$ cat config.mk
export PLATFORM = sky130hd
export DESIGN_NAME = audio_adc_deserializer
export DESIGN_NICKNAME = d
export VERILOG_FILES = /design/src/rtl/audio_adc_deserializer.sv
export SDC_FILE = /design/constraint.sdc
export NUM_CORES = 1
export LEC_CHECK = 0
export ABC_AREA = 0
export BUFFER_PORTS_ARGS = -buffer_cell sky130_fd_sc_hd__buf_2
export CORE_UTILIZATION = 50
export CTS_CLUSTER_DIAMETER = 150
export DETAILED_ROUTE_END_ITERATION = 12
export MAX_ROUTING_LAYER = met4
export PLACE_DENSITY = 0.74
export SLEW_MARGIN = 20
export SYNTH_ARGS = -nofsm -noshare
export SYNTH_HDL_FRONTEND = slang
export SYNTH_SLANG_ARGS = --single-unit
$ cat constraint.sdc
create_clock -name clk -period 3.98 [get_ports clk]
set_input_delay 0.597 -clock clk [delete_from_list [all_inputs] [get_ports clk]]
set_output_delay 0.597 -clock clk [all_outputs]
set_load 0.005 [all_outputs]
$ cat src/rtl/audio_adc_deserializer.sv
// audio_adc_deserializer: I2S ADC capture, synchronized and sign-extended to 32-bit stereo samples
module audio_adc_deserializer #(
  parameter int SAMPLE_WIDTH = 24,
  parameter int SYNC_STAGES = 2
) (
  input  logic        clk,
  input  logic        reset,
  input  logic        bclk_in,
  input  logic        lrclk_in,
  input  logic        adcdat_in,
  output logic [31:0] sample_left,
  output logic [31:0] sample_right,
  output logic        sample_valid,
  output logic        frame_error
);
  localparam int SW = SAMPLE_WIDTH;
  localparam int S = SYNC_STAGES;
  localparam int CW = $clog2(SW + 1);
  typedef enum logic [1:0] {S_IDLE, S_SHIFT, S_WAIT} state_t;
  function automatic logic [31:0] sext(input logic [SW-1:0] w);
    logic [31:0] e;
    e = {32{w[SW-1]}};
    e[SW-1:0] = w;
    return e;
  endfunction
  logic [S-1:0] bclk_sync_q, bclk_sync_d, lr_sync_q, lr_sync_d, dat_sync_q, dat_sync_d;
  logic bclk_prev_q, bclk_prev_d, seen_q, seen_d, lr_prev_q, lr_prev_d, ch_q, ch_d;
  logic have_left_q, have_left_d, upd_q, upd_d;
  state_t state_q, state_d;
  logic [CW-1:0] cnt_q, cnt_d;
  logic [SW-2:0] shift_q, shift_d;
  logic [SW-1:0] left_hold_q, left_hold_d, right_hold_q, right_hold_d, word;
  logic [31:0] sample_left_q, sample_left_d, sample_right_q, sample_right_d;
  logic sample_valid_q, sample_valid_d, frame_error_q, frame_error_d;
  logic tick, lr, bnd, in_shift, done;
  always_comb begin
    bclk_sync_d = {bclk_sync_q[S-2:0], bclk_in};
    lr_sync_d = {lr_sync_q[S-2:0], lrclk_in};
    dat_sync_d = {dat_sync_q[S-2:0], adcdat_in};
    tick = bclk_sync_q[S-1] & ~bclk_prev_q;
    lr = lr_sync_q[S-1];
    bnd = tick & seen_q & (lr != lr_prev_q);
    word = {shift_q, dat_sync_q[S-1]};
    in_shift = state_q == S_SHIFT;
    done = tick & ~bnd & in_shift & (cnt_q == CW'(SW - 1));
    bclk_prev_d = bclk_sync_q[S-1];
    seen_d = seen_q | tick;
    lr_prev_d = tick ? lr : lr_prev_q;
    state_d = bnd ? S_SHIFT : done ? S_WAIT : state_q;
    ch_d = bnd ? lr : ch_q;
    cnt_d = bnd ? '0 : (tick & in_shift) ? cnt_q + CW'(1) : cnt_q;
    shift_d = (tick & in_shift & ~bnd) ? word[SW-2:0] : shift_q;
    left_hold_d = (done & ~ch_q) ? word : left_hold_q;
    right_hold_d = (done & ch_q) ? word : right_hold_q;
    have_left_d = have_left_q | (done & ~ch_q);
    upd_d = done & ch_q & have_left_q;
    sample_left_d = upd_q ? sext(left_hold_q) : sample_left_q;
    sample_right_d = upd_q ? sext(right_hold_q) : sample_right_q;
    sample_valid_d = upd_q;
    frame_error_d = bnd & in_shift;
  end
  always_ff @(posedge clk) begin
    if (reset) begin
      bclk_sync_q <= '0;
      lr_sync_q <= '0;
      dat_sync_q <= '0;
      bclk_prev_q <= 1'b0;
      seen_q <= 1'b0;
      lr_prev_q <= 1'b0;
      state_q <= S_IDLE;
      ch_q <= 1'b0;
      cnt_q <= '0;
      shift_q <= '0;
      left_hold_q <= '0;
      right_hold_q <= '0;
      have_left_q <= 1'b0;
      upd_q <= 1'b0;
      sample_left_q <= '0;
      sample_right_q <= '0;
      sample_valid_q <= 1'b0;
      frame_error_q <= 1'b0;
    end else begin
      bclk_sync_q <= bclk_sync_d;
      lr_sync_q <= lr_sync_d;
      dat_sync_q <= dat_sync_d;
      bclk_prev_q <= bclk_prev_d;
      seen_q <= seen_d;
      lr_prev_q <= lr_prev_d;
      state_q <= state_d;
      ch_q <= ch_d;
      cnt_q <= cnt_d;
      shift_q <= shift_d;
      left_hold_q <= left_hold_d;
      right_hold_q <= right_hold_d;
      have_left_q <= have_left_d;
      upd_q <= upd_d;
      sample_left_q <= sample_left_d;
      sample_right_q <= sample_right_d;
      sample_valid_q <= sample_valid_d;
      frame_error_q <= frame_error_d;
    end
  end
  assign sample_left = sample_left_q;
  assign sample_right = sample_right_q;
  assign sample_valid = sample_valid_q;
  assign frame_error = frame_error_q;
endmodule

Word-level counts from Yosys, hierarchy flattened --
Index checks and enable logic that the tools add are counted.
Word-level totals: bits in registers 140, latch bits 0, RAM bits 0, ROM bits 0, bits of input ports 5, output and inout bits 66, logic and storage cells 44, memories 0
Operators by class: $add $sub $neg 1, multiply operators 0, divide/modulo/power cells 0, $lt $le $gt $ge 0, eq/ne operators 3, shift operators 0, muxes and demuxes 2, bitwise operators 17, reductions and logical operators 2
Operators by type and width (count):
- $and A1 B1 Y1 | 12
- $add A5 B1 Y5 const B | 1
- $eq A5 B5 Y1 const B | 1
- $not A1 Y1 | 3
- $eq A2 B1 Y1 const B | 1
- $mux W1 | 2
- $or A1 B1 Y1 | 2
- $reduce_bool A2 Y1 | 1
- $reduce_or A2 Y1 | 1
- $ne A1 B1 Y1 | 1

Longest topological paths before layout --
word-level depth 10, mapped depth 6, depth with buffers taken out 5

Worst setup path before layout --
OpenSTA, ideal clock, no wires.
path type flip-flop to flip-flop, from reg cnt_q[0], to reg left_hold_q[10], data arrival time 1.677 ns, setup slack 2.231 ns, cell stages (with the launch flop) 6, path through dfxtp_1 -> ha_1 -> nand4b_1 -> a2111oi_4 -> buf_6 -> mux2i_1
On the way: cells in the longest elaborated chain, start to end 3
RTL lines:
- from (decl) | RTL line 30 | logic [CW-1:0] cnt_q, cnt_d;
- from (signal assigned) | RTL line 91 | cnt_q <= cnt_d;
- $eq A5 B5 Y1 | RTL line 45 | done = tick & ~bnd & in_shift & (cnt_q == CW'(SW - 1));
- $and A1 B1 Y1 | RTL line 45
- $and A1 B1 Y1 | RTL line 53 | left_hold_d = (done & ~ch_q) ? word : left_hold_q;
- to (signal assigned) | RTL line 93 | left_hold_q <= left_hold_d;
- to (decl) | RTL line 32 | logic [SW-1:0] left_hold_q, left_hold_d, right_hold_q, right_hold_d, word;
Every way passes these cells. A chain may end at the register's enable or synchronous reset.

Worst setup path after layout --
from reg bclk_prev_q, to reg right_hold_q[8]
On the way: cells in the longest elaborated chain, start to end 9
RTL lines:
- from (decl) | RTL line 27 | logic bclk_prev_q, bclk_prev_d, seen_q, seen_d, lr_prev_q, lr_prev_d, ch_q, ch_d;
- from (signal assigned) | RTL line 86 | bclk_prev_q <= bclk_prev_d;
- $not A1 Y1 (*) | RTL line 40 | tick = bclk_sync_q[S-1] & ~bclk_prev_q;
- $and A1 B1 Y1 (*) | RTL line 40
- $and A1 B1 Y1 (2 in series) | RTL line 42 | bnd = tick & seen_q & (lr != lr_prev_q);
- $not A1 Y1 | RTL line 45
- $and A1 B1 Y1 (*) (3 in series) | RTL line 45
- $and A1 B1 Y1 (*) | RTL line 54 | right_hold_d = (done & ch_q) ? word : right_hold_q;
- to (signal assigned) | RTL line 94 | right_hold_q <= right_hold_d;
- to (decl) | RTL line 32
Mark *: on every way between the ends. The rest lies on a longest branch, timed or not.

==> key figures <==
Routing
  • Final WL: 9500 µm
  • Routed via count: 3597
  • Via density: 4.98
  • Iteration count of the initial detailed-routing pass: 4
  • Drt wl/cell: ~13 µm
  • Drt drc: 0
  • Iteration-0 DRC Markers: roughly 150
  • Detail Route Antenna Nets: 0

Synthesis
  • Syn avg cell area: roughly 10 µm²
  • Mapped Nets: 537
  • #FFs+latches synth: 140
  • Synthesized area: 5360 µm²
  • Ys Warns: 0
  • Mapped Cells: 531
  • Distinct cell type count after synthesis: 30
  • Sequential share of the synthesized area: 0.523

Clock network
  • H-tree levels: 4
  • Total CTS buffers: 17
  • # hold bufs at CTS: 0
  • Worst skew pair latency: 510 ps
  • TritonCTS clock tree: yes
  • Cts repair resizes: 0
  • Post-CTS Setup Inserts: 0
  • Worst-path clk slew: approximately 60 ps
  • Max Root-Sink Buffers: 2
  • Clock sinks: 140
  • CTS root buf: clkbuf_8

STA
  • Tcrit/Tclk final: 0.704
  • TNS Setup: 0 ps
  • Period minus WS final: approximately 2800 ps
  • RSZ-0062 raised after global routing: no
  • F_max: 357 MHz
  • Fin Hold WS: about 300 ps
  • Slew headroom: 0.342
  • Finish-stage setup viols: 0
  • Final Hold Fails: 0
  • Fin. max-slew vios: 0
  • Clk_skew: ~6.4 ps
  • Worst-Margin Slew: 988 ps

Critical path
  • Nature of the critical path startpoint: flop
  • CP Capture Type: flop
  • Type of the worst setup path: flop to flop
  • Max incr delay on CP: around 930 ps
  • Reg2reg start: bclk_prev_q$_SDFF_PP0_
  • Worst EP arrival: 3220 ps
  • CP max FO: 28
  • Crit-path cells: and3b_1, nand2_1, nand3_2, mux2i_1
  • Worst reg2reg path depth: 4
  • CP max-delay cell: nand3_2
  • Worst reg2reg setup slack: about 1200 ps
  • Crit path max-delay family: simple AND/OR/NAND/NOR gates
  • Setup crit start: bclk_prev_q$_SDFF_PP0_
  • Required time worst endpoint: 4390 ps
  • Stages on the worst setup path: 4
  • Buf+Inv Stages, Crit Path: 0
  • Critical R2R Capture: right_hold_q[8]$_SDFFE_PP0P_

Power and ir drop
  • Peak supply drop: roughly 0.22 mV
  • PwrDens: between 400 and 500 nW/µm²
  • Static Leak: 0.00245 µW

Finish
  • # diodes: 0
  • Layout cell share with drive strength beyond 1: 0.182
  • Syn-to-layout area delta: 15.7%
  • Final #Nets: a little under 600

Floorplanning
  • Starting Density: 0.517
  • Die ar.: 11100 µm²
  • Die W: between 100 and 150 µm
  • Die Y: 106 µm
  • Core Rows: 37
  • CORE AREA: between 10000 and 15000 µm²
  • Ports: 71

Global route
  • Initial antenna violation count: 0
  • Largest net degree at the start of global routing: between 90 and 100
  • First-pass GRT wire length: 15700 µm
  • Grt total ovfl: 0
  • Total Routing Usage GR: 0.181
  • Vias in the first global route: ~3300

Placed design
  • DP HPWL: 5840 µm
  • PortBufs: 70
  • Final GP Congestion: around 0.69

Worst hold path
  • Sink of the worst hold path: bclk_sync_q[0]$_SDFF_PP0_
  • Hold wc startpoint: bclk_in
  • Hold path depth: 2
  • Worst hold path class: input pin to flop

Outcome
  • Status: finished clean

Flow run
  • Max-cap violation count: 0
==> cell usage after synthesis <==
cell type  instances  area, µm²
nor2_1            61        229
and3b_1            1       8.76
nand2_1           29        109
clkbuf_1          20       75.1
a21oi_1           27        135
nand3_1           23        115
and4bb_2           1       12.5
mux2i_1           96        961
nor2b_1            9       56.3
inv_1              1       3.75
buf_6              2       22.5
ha_1               1       12.5
buf_1              7       26.3
nor3_1             1       5.00
xor2_1             4       35.0
buf_2              3       15.0
buf_4             18        135
nand3b_1           1       7.51
nand4_1            2       12.5
nor2_2             1       6.26
a21o_1             1       7.51
xnor2_1            1       8.76
a2111oi_4          1       27.5
nand4b_1           1       8.76
nand3_2            1       10.0
dfxtp_1          140       2800
nand4bb_4          1       27.5
nor4b_1            1       8.76
o21ai_0            3       15.0
nand2b_1          73        457
==> per-layer routing <==
layer  global-route usage  wire, µm
met1                0.227      4560
met2                0.280      4450
met3               0.0550       389
met4               0.0605        98
met5                    -         0
==> kinds of logic (layout without fill, tap and decap cells) <==
family,after synthesis,count (layout),share of synthesized area
AND/OR/NAND/NOR,206,206,0.200
flip-flops,140,140,0.523
multiplexers,96,96,0.179
buffers and inverters,51,107,0.0519
AO/OA/AOI/OAI,32,32,0.0346
XOR/XNOR,5,5,0.00818
adder cells (fa/ha/maj),1,1,0.00234
==> worst max path at each step <==
stage,endpoint,slack [ps]
2_1_floorplan,left_hold_q[10]$_SDFFE_PP0P_,2230
3_3_place_gp,right_hold_q[9]$_SDFFE_PP0P_,1390
3_5_place_dp,right_hold_q[10]$_SDFFE_PP0P_,1230
4_1_cts,right_hold_q[8]$_SDFFE_PP0P_,1190
5_1_grt,right_hold_q[11]$_SDFFE_PP0P_,1020
6_report,right_hold_q[8]$_SDFFE_PP0P_,1180
==> layout by cell type (no fill, tap or decap), types with 2 or more instances in the layout <==
master and count:
a21oi_1 27, buf_2 69, buf_4 5, clkbuf_1 5, clkbuf_16 16, clkbuf_8 6
clkinv_2 2, dfxtp_1 139, mux2i_1 96, nand2_1 29, nand2b_1 73, nand3_1 23
nand4_1 2, nor2_1 61, nor2b_1 9, o21ai_0 3, xor2_1 4
==> state kept, by name, summed over array words and instances (netlist names) <==
register	cells
sample_right	24
sample_valid	1
sample_valid_d	1
right_hold_q	24
frame_error	1
seen_q	1
state_q	2
bclk_sync_q	2
dat_sync_q	2
shift_q	23
lr_prev_q	1
cnt_q	5
lr_sync_q	2
sample_left	24
ch_q	1
have_left_q	1
left_hold_q	24
bclk_prev_q	1
==> worst register-to-register path, cell delays in order (launching register included) <==
cell     delay [ps]
dfxtp_1         380
and3b_1         250
nand2_1         730
nand3_2         930
mux2i_1         420
==> per-stage QoR <==
stage / std cells / total power (µW) / worst slack [ps] / instance area [µm²] / util
2_1_floorplan: 531 / 1470 / 2230 / 5360 / -
3_3_place_gp: 691 / 1480 / 1390 / 5640 / 0.544
3_5_place_dp: 691 / 1480 / 1230 / 5640 / 0.544
4_1_cts: 723 / 2930 / 1190 / 6190 / 0.597
5_1_grt: 723 / 2990 / 1020 / 6190 / 0.597
6_report: 723 / 2910 / 1180 / 6190 / 0.597
==> cell type report <==
class	instances	area (µm²)
Fill cell	888	4180
Sequential cell	140	2800
Multi-Input combinational cell	340	2280
Clock buffer	27	502
Timing Repair Buffer	74	383
Tap cell	136	170
Clock inverter	5	56.3
Inverter	1	3.75
==> power by group <==
group	switching, µW	internal (µW)
registers	2.59	1410
clock network	545	911
logic	24.2	16.6
total	571	2330
Power figures use the tool's default switching activity.
